<file path="config.mk">
export PLATFORM = sky130hd
export DESIGN_NAME = cnn_window_reader
export DESIGN_NICKNAME = d
export VERILOG_FILES = /design/src/rtl/cnn_window_reader.sv
export SDC_FILE = /design/constraint.sdc
export NUM_CORES = 1
export LEC_CHECK = 0
export CORE_MARGIN = 4
export CORE_UTILIZATION = 35
export DETAILED_ROUTE_END_ITERATION = 8
export GPL_ROUTABILITY_DRIVEN = 0
export PLACE_DENSITY = 0.6
export SLEW_MARGIN = 40
export SYNTH_ARGS = -nofsm -noshare
export SYNTH_HDL_FRONTEND = slang
export SYNTH_SLANG_ARGS = --single-unit
</file>
<file path="constraint.sdc">
create_clock -name clk -period 4.1 [get_ports clk]
set_input_delay 1.23 -clock clk [delete_from_list [all_inputs] [get_ports clk]]
set_output_delay 1.23 -clock clk [all_outputs]
set_load 0.01 [all_outputs]
</file>
<file path="src/rtl/cnn_window_reader.sv">
// cnn_window_reader
// Read-side sequencer for the binarized input image RAM. After a start pulse
// it walks every valid 3x3 window in row-major order, reads the nine pixels
// through the RAM's registered read port and presents the assembled window
// to the convolution stage under a valid/ready handshake.
//
// State table:
//   state     | meaning
//   IDLE      | waiting for start
//   FETCH     | issuing the nine tap addresses (tap 0..8)
//   CAPTURE   | last tap's read data lands in win
//   VALID     | window presented, waiting for win_ready
//
// Ports:
//   clk, rst_n            clock, async active-low reset
//   start                 one-cycle scan request, sampled only in IDLE
//   rd_addr / rd_data     RAM read port (data one cycle after address)
//   win, win_row, win_col window bits (bit k = tap 3*dr+dc) and its top-left
//   win_valid / win_ready window handshake
//   busy                  high whenever not IDLE
//   done                  one-cycle pulse after the last window is accepted
module cnn_window_reader #(
  parameter int IMG_W  = 28,
  parameter int IMG_H  = 28,
  parameter int ADDR_W = 10
) (
  input  logic              clk,
  input  logic              rst_n,
  input  logic              start,
  output logic [ADDR_W-1:0] rd_addr,
  input  logic              rd_data,
  output logic [8:0]        win,
  output logic [4:0]        win_row,
  output logic [4:0]        win_col,
  output logic              win_valid,
  input  logic              win_ready,
  output logic              busy,
  output logic              done
);

  typedef enum logic [1:0] {
    S_IDLE,
    S_FETCH,
    S_CAPTURE,
    S_VALID
  } state_t;

  localparam logic [4:0]        ROW_LAST = 5'(IMG_H - 3);
  localparam logic [4:0]        COL_LAST = 5'(IMG_W - 3);
  localparam logic [ADDR_W-1:0] ROW1     = ADDR_W'(IMG_W);
  localparam logic [ADDR_W-1:0] ROW2     = ADDR_W'(2 * IMG_W);

  state_t            state, state_nxt;
  logic [3:0]        tap;
  logic [3:0]        tap_d;
  logic              cap_en;
  logic [ADDR_W-1:0] base;
  logic [ADDR_W-1:0] tap_off;
  logic              last_win;

  assign last_win  = (win_row == ROW_LAST) && (win_col == COL_LAST);
  assign busy      = (state != S_IDLE);
  assign win_valid = (state == S_VALID);
  assign rd_addr   = (state == S_FETCH) ? (base + tap_off) : '0;

  // Tap offset dr*IMG_W+dc from constant row strides; no multiplier.
  always_comb begin
    tap_off = '0;
    case (tap)
      4'd0:    tap_off = '0;
      4'd1:    tap_off = ADDR_W'(1);
      4'd2:    tap_off = ADDR_W'(2);
      4'd3:    tap_off = ROW1;
      4'd4:    tap_off = ROW1 + ADDR_W'(1);
      4'd5:    tap_off = ROW1 + ADDR_W'(2);
      4'd6:    tap_off = ROW2;
      4'd7:    tap_off = ROW2 + ADDR_W'(1);
      4'd8:    tap_off = ROW2 + ADDR_W'(2);
      default: tap_off = '0;
    endcase
  end

  always_comb begin
    state_nxt = state;
    case (state)
      S_IDLE:    if (start) state_nxt = S_FETCH;
      S_FETCH:   if (tap == 4'd8) state_nxt = S_CAPTURE;
      S_CAPTURE: state_nxt = S_VALID;
      S_VALID:   if (win_ready) state_nxt = last_win ? S_IDLE : S_FETCH;
      default:   state_nxt = S_IDLE;
    endcase
  end

  always_ff @(posedge clk or negedge rst_n) begin
    if (!rst_n) begin
      state   <= S_IDLE;
      tap     <= '0;
      tap_d   <= '0;
      cap_en  <= 1'b0;
      base    <= '0;
      win_row <= '0;
      win_col <= '0;
      win     <= '0;
      done    <= 1'b0;
    end else begin
      state  <= state_nxt;
      done   <= 1'b0;
      // Read data trails its address by one cycle, so the tap index and a
      // capture enable are delayed to line up with rd_data.
      cap_en <= (state == S_FETCH);
      tap_d  <= tap;
      if (cap_en) win[tap_d] <= rd_data;

      case (state)
        S_IDLE: begin
          if (start) begin
            tap     <= '0;
            base    <= '0;
            win_row <= '0;
            win_col <= '0;
          end
        end
        S_FETCH: tap <= tap + 4'd1;
        S_VALID: begin
          if (win_ready) begin
            tap <= '0;
            if (last_win) begin
              done <= 1'b1;
            end else if (win_col == COL_LAST) begin
              // base was row*W + W-3; next row start is 3 further on
              win_col <= '0;
              win_row <= win_row + 5'd1;
              base    <= base + ADDR_W'(3);
            end else begin
              win_col <= win_col + 5'd1;
              base    <= base + ADDR_W'(1);
            end
          end
        end
        default: ;
      endcase
    end
  end

endmodule

</file>
# ---- Word-level counts from Yosys, hierarchy flattened
# Memory sizes are Yosys's and may differ from the RTL's.
# Index checks and enable logic that the tools add are counted.
dict set report op_classes {
  n_eq_ne 11
  n_mux 29
  addsub 6
  order_cmp 2
  reduce_logical 10
}
# op count
set op_table {}
lappend op_table {{$mux 10} 5}
lappend op_table {{$mux 5} 7}
lappend op_table {{$pmux 10 s2} 1}
lappend op_table {{$pmux 5 s2} 2}
lappend op_table {{$pmux 4 s3} 1}
lappend op_table {{$add 10x1->10 const B} 1}
lappend op_table {{$add 10x10->10} 1}
lappend op_table {{$add 10x2->10 const B} 1}
lappend op_table {{$add 5x1->5 const B} 2}
lappend op_table {{$eq 5x5->1 const B} 2}
lappend op_table {{$bwmux 9} 1}
lappend op_table {{$mux 4} 2}
lappend op_table {{$pmux 2 s4} 1}
lappend op_table {{$mux 2} 3}
lappend op_table {{$ne 2x2->1 const B} 3}
lappend op_table {{$reduce_and 3->1} 2}
lappend op_table {{$lt 4x5->1 const B} 1}
lappend op_table {{$mux 1} 5}
lappend op_table {{$reduce_and 5->1} 1}
lappend op_table {{$add 4x1->4 const B} 1}
lappend op_table {{$demux 1 s4} 1}
lappend op_table {{$eq 2x2->1 const B} 2}
lappend op_table {{$eq 4x4->1 const B} 1}
lappend op_table {{$ge 4x1->1 const B} 1}
lappend op_table {{other kinds (7)} 10}
dict set report totals {
  rom_bits 96
  regBits 41
  word_cells 68
  mem_count 1
  inputBits 5
  out_inout_bits 32
}
# name words word_bits read_ports rd_clocked_by_memory_dff write_ports line_no
set mem_list {}
lappend mem_list {{(name not given)} 16 6 1 0 0 69} ;# case (tap)

# ---- Depth between registers and ports, before layout
dict set report logic_depth {
  word_depth 5
  mapped_depth 11
  ltp_nobuf 11
}

# ---- Worst setup path after synthesis
# No wires, ideal clock.
dict set report synth_path {
  path_kind {register to output}
  startpoint {register tap[1]}
  endpoint {output port rd_addr[6]}
  arrival_ns 2.477
  n_path_buf 0
  path_stages_with_launch 12
  required_time_ns 2.870
  setup_slack_ns 0.393
  cell_sequence {dfrtp_1 > inv_1 > ha_1 > inv_1 > mux2i_1 > nor2_1 > ha_1 > fa_1 > a211oi_1 > o21bai_1 > a21oi_1 > mux2i_1}
}
dict set report synth_via {
  elab_chain_len 3
}
# item line_no
set synth_lines {}
lappend synth_lines {{start: declaration} 54} ;# logic [3:0] tap;
lappend synth_lines {{start signal: assignment} 123} ;# S_FETCH: tap <= tap + 4'd1;
lappend synth_lines {{$mem_v2 16x6} -}
lappend synth_lines {{$add 10x10->10} 64} ;# assign rd_addr = (state == S_FETCH) ? (base + tap_off) : '0;
lappend synth_lines {{$mux 10} 64}
lappend synth_lines {{end: declaration} 30} ;# output logic [ADDR_W-1:0] rd_addr,
# No other way between the ends.

# ---- Worst setup path after layout
dict set report layout_path {
  startpoint {register tap[0]}
  endpoint {output port rd_addr[8]}
}
# Same word-level chain as after synthesis.

==> impl_metrics.csv <==
group,metric,value,unit
hold_path,hp-class,"reg2reg",
setup_path,path_class,"reg2out",
place,post-dp-hpwl,4440,um
setup_path,cp_top_family,"adder cells",
sta,relSlewSlack,54.6,%
hold_path,worstHoldStart,"win[0]",
cells_and_area,mostFrequentLayoutCells,"41 x dfrtp_1, 27 x clkdlybuf4s50_1, 19 x buf_4",
setup_path,max_stage_delay,0.48,ns
die,io_pins,37,
setup_path,end_kind,"primary output",
cts,tritoncts,"done",
power_and_ir_drop,intPower,1.20,mW
power_and_ir_drop,cellPowerDensity,584,mW/mm^2
global_routing,grt-ovfl-total,0,
power_and_ir_drop,total_power,2.00,mW
logic_synthesis,yosys_warnings,0,
cts,h-tree-depth,2,
logic_synthesis,synth_top_area_share,38.0,%
sta,period_minus_slack,3.92,ns
logic_synthesis,syn_nets,302,
die,design.core.area,0.00737,sq mm
sta,finalSetupViolCount,0,
cts,clk_latency,0.29,ns
logic_synthesis,syn_inst,274,
power_and_ir_drop,ir_worst_vdd,0.340,mV
power_and_ir_drop,p_leak,1.58,nW
logic_synthesis,syn_avg_cell_area,9.86,sq um
power_and_ir_drop,swShare,40.3,%
setup_path,timing.rr.start,"state[0]",
power_and_ir_drop,share_comb_of_total_power,50.1,%
flow_run,maxCapViolCount,0,
setup_path,reg2regPathDepth,5,
logic_synthesis,synth_cell_types,51,
cells_and_area,mostFrequentLayoutCell,"dfrtp_1",
global_routing,grt_use_total,14.2,%
logic_synthesis,ys_seq_area_share,38.0,%
cts,numClockSinks,41,
power_and_ir_drop,sequentialPowerShare,33.2,%
power_and_ir_drop,power_switching,0.808,mW
die,fp.dieW,95.9,um
setup_path,path_cells,"buf_4 > ha_1 > inv_1 > ha_1 > o21ai_2 > ha_2 > o21ai_1 > o21a_1 > or4_1 > a21oi_2 > buf_2",
place,port_buffers,36,
die,die_y,95.9,um
drt,vias,2261,
setup_path,cp.arrival,2.69,ns
logic_synthesis,synth-seq-cells,41,
setup_path,worst-path-buf-inv,3,
sta,fin_crit_sh,95.6,%
cts,holdBufCountCts,0,
global_routing,grt_pass1_vias,2214,
cts,clockBufferDepth,2,
setup_path,critical_path_peak_fanout,3,
setup_path,startpoint,"tap[0]",
cts,cts_buffers,5,
sta,final-hold-violation-count,0,
setup_path,startpoint_type,"flip-flop",
die,start_util,36.7,%
setup_path,path_depth,11,
cts,root_buffer,"clkbuf_8",
logic_synthesis,synth_edf_count,0,
sta,tightest_slew,0.682,ns
drt,viasPerCell,5.33,
setup_path,critPathRequiredTime,2.87,ns
setup_path,cp_slowest_cell,"or4_1",
drt,drt.antenna.violating_nets,0,
cells_and_area,syn_to_final_growth,27.0,%
logic_synthesis,synthArstFlopShare,100,%
drt,routed_wl,5990,um
cells_and_area,num-nets-final,352,
hold_path,min_to,"win[0]",
sta,slew_viol_final,0,
sta,rsz0062_at_grt,"false",
drt,wl_per_cell,14.1,um
die,rows,31,
power_and_ir_drop,pwr-share-clk,16.8,%
setup_path,path_common_cell,"ha_1",
cells_and_area,antenna_cells,0,
logic_synthesis,synth_area,0.00270,sq mm
logic_synthesis,muxShareOfSynthArea,7.55,%
cells_and_area,fin_util,46.6,%
sta,tns,0,ns
drt,firstDrtPassIters,5,
cells_and_area,drive_gt1_share,19.7,%
logic_synthesis,synth_top_family_by_area,"simple AND/OR/NAND/NOR gates",
logic_synthesis,yosysTopAreaCell,"dfrtp_1",
logic_synthesis,synth_compound_area_share,18.7,%
drt,drc,0,
logic_synthesis,synthSimpleGateAreaFrac,19.4,%
status,status,"finished, final reports clean",
logic_synthesis,synthXorXnorAreaFrac,0.973,%
global_routing,grt_pass1_wl,10400,um
die,fp.dieArea,0.00919,sq mm
setup_path,r2r_slack,1.61,ns
logic_synthesis,synthFlopType,"dfrtp_1",
drt,dr.first_iter.drc_count,98,
hold_path,hold_path_depth,1,
global_routing,antenna_found_initial,0,
sta,clock_skew,0.00682,ns
logic_synthesis,yosys-top-cells-area,"dfrtp_1 38%, ha_1 9.7%, mux2_2 4.6%",
logic_synthesis,synthAdderAreaFrac,11.2,%
cells_and_area,fin_area,0.00343,sq mm
cts,clkTransAtPathRegs,0.08,ns
place,place_area,0.00325,sq mm
global_routing,grt_max_degree,42,
sta,clock.fmax,255,MHz
setup_path,r2r-end,"base[7]",
[cell type report]
class | count | area [sq um]
clock buffers | 7 | 86.3
clock inverters | 1 | 30.0
fillers | 726 | 3940
inverters | 15 | 61.3
multi-input cells | 207 | 1630
flip-flops and latches | 41 | 1030
well taps | 99 | 124
repair buffers | 54 | 479
[per-stage QoR]
step	setup WS, ns	hold slack, ns	instances
2_1_floorplan	0.393	0.352	274
5_1_grt	0.00347	0.520	424
3_3_place_gp	-0.0993	0.487	414
6_report	0.179	0.506	424
4_1_cts	0.0138	0.508	424
3_5_place_dp	-0.148	0.489	414
[routing by layer]
metal | vias to the layer above | wire [um] | track usage (%)
li1 | 1109 | - | -
met3 | 2 | 208 | 3.52
met5 | - | 0 | 0
met1 | 1112 | 2720 | 17.5
met2 | 38 | 3050 | 25.5
met4 | 0 | 9 | 2.49
[power by group through the flow]
| stage | Combinational (mW) | Sequential, mW | Clock, mW |
|---|---|---|---|
| after floorplan | 0.604 | 0.657 | 0 |
| after global placement | 0.949 | 0.668 | 0 |
| after detailed placement | 0.971 | 0.675 | 0 |
| after CTS | 0.986 | 0.665 | 0.351 |
| after global routing | 1.13 | 0.689 | 0.371 |
| final | 1.00 | 0.664 | 0.336 |
[what timing repair did]
action | 4_1_cts | 5_1_grt
pin swaps | 2 | 8
buffers inserted | 2 | 0
gates resized for setup | 17 | 18
setup endpoints to repair | 7 | 8
hold endpoints to repair | 0 | 0
[synth_stat cells, types with 5 or more instances]
library cell	count
a211oi_1	5
a21oi_1	7
clkbuf_1	7
dfrtp_1	41
ha_1	21
inv_1	14
mux2_2	11
mux2i_1	8
nand2_1	17
nand2b_1	8
nand3_1	11
nand3b_1	5
nor2_1	18
o21ai_0	20
o31ai_1	8
or4_1	7
[worst register-to-register path: stages, from the launching register on]
cell     delay, ns
dfrtp_1       0.43
ha_1          0.62
inv_1         0.29
o31ai_4       0.59
nor2_1        0.25
a31oi_1       0.24
[how the worst max path moves through the flow]
stage | to
final | rd_addr[8]
after global routing | rd_addr[6]
after CTS | rd_addr[6]
after detailed placement | rd_addr[6]
after global placement | rd_addr[6]
after floorplan | rd_addr[6]
[sequential cells by signal, indices dropped and copies added (netlist names)]
| signal | cells |
|---|---|
| base | 10 |
| win | 9 |
| win_col | 5 |
| win_row | 5 |
| tap | 4 |
| tap_d | 4 |
| state | 2 |
| cap_en | 1 |
| done | 1 |
[cells by family (layout without fill, tap and decap cells)]
logic type | Yosys count | in the layout
adders and majority gates | 23 | 23
xor gates and xnor gates | 3 | 3
DFF | 41 | 41
muxes | 19 | 19
and+or+nand+nor | 91 | 91
AOI/OAI and AO/OA | 71 | 71
buffers and inverters | 26 | 77
No activity file was read; power rests on OpenSTA's default activity.
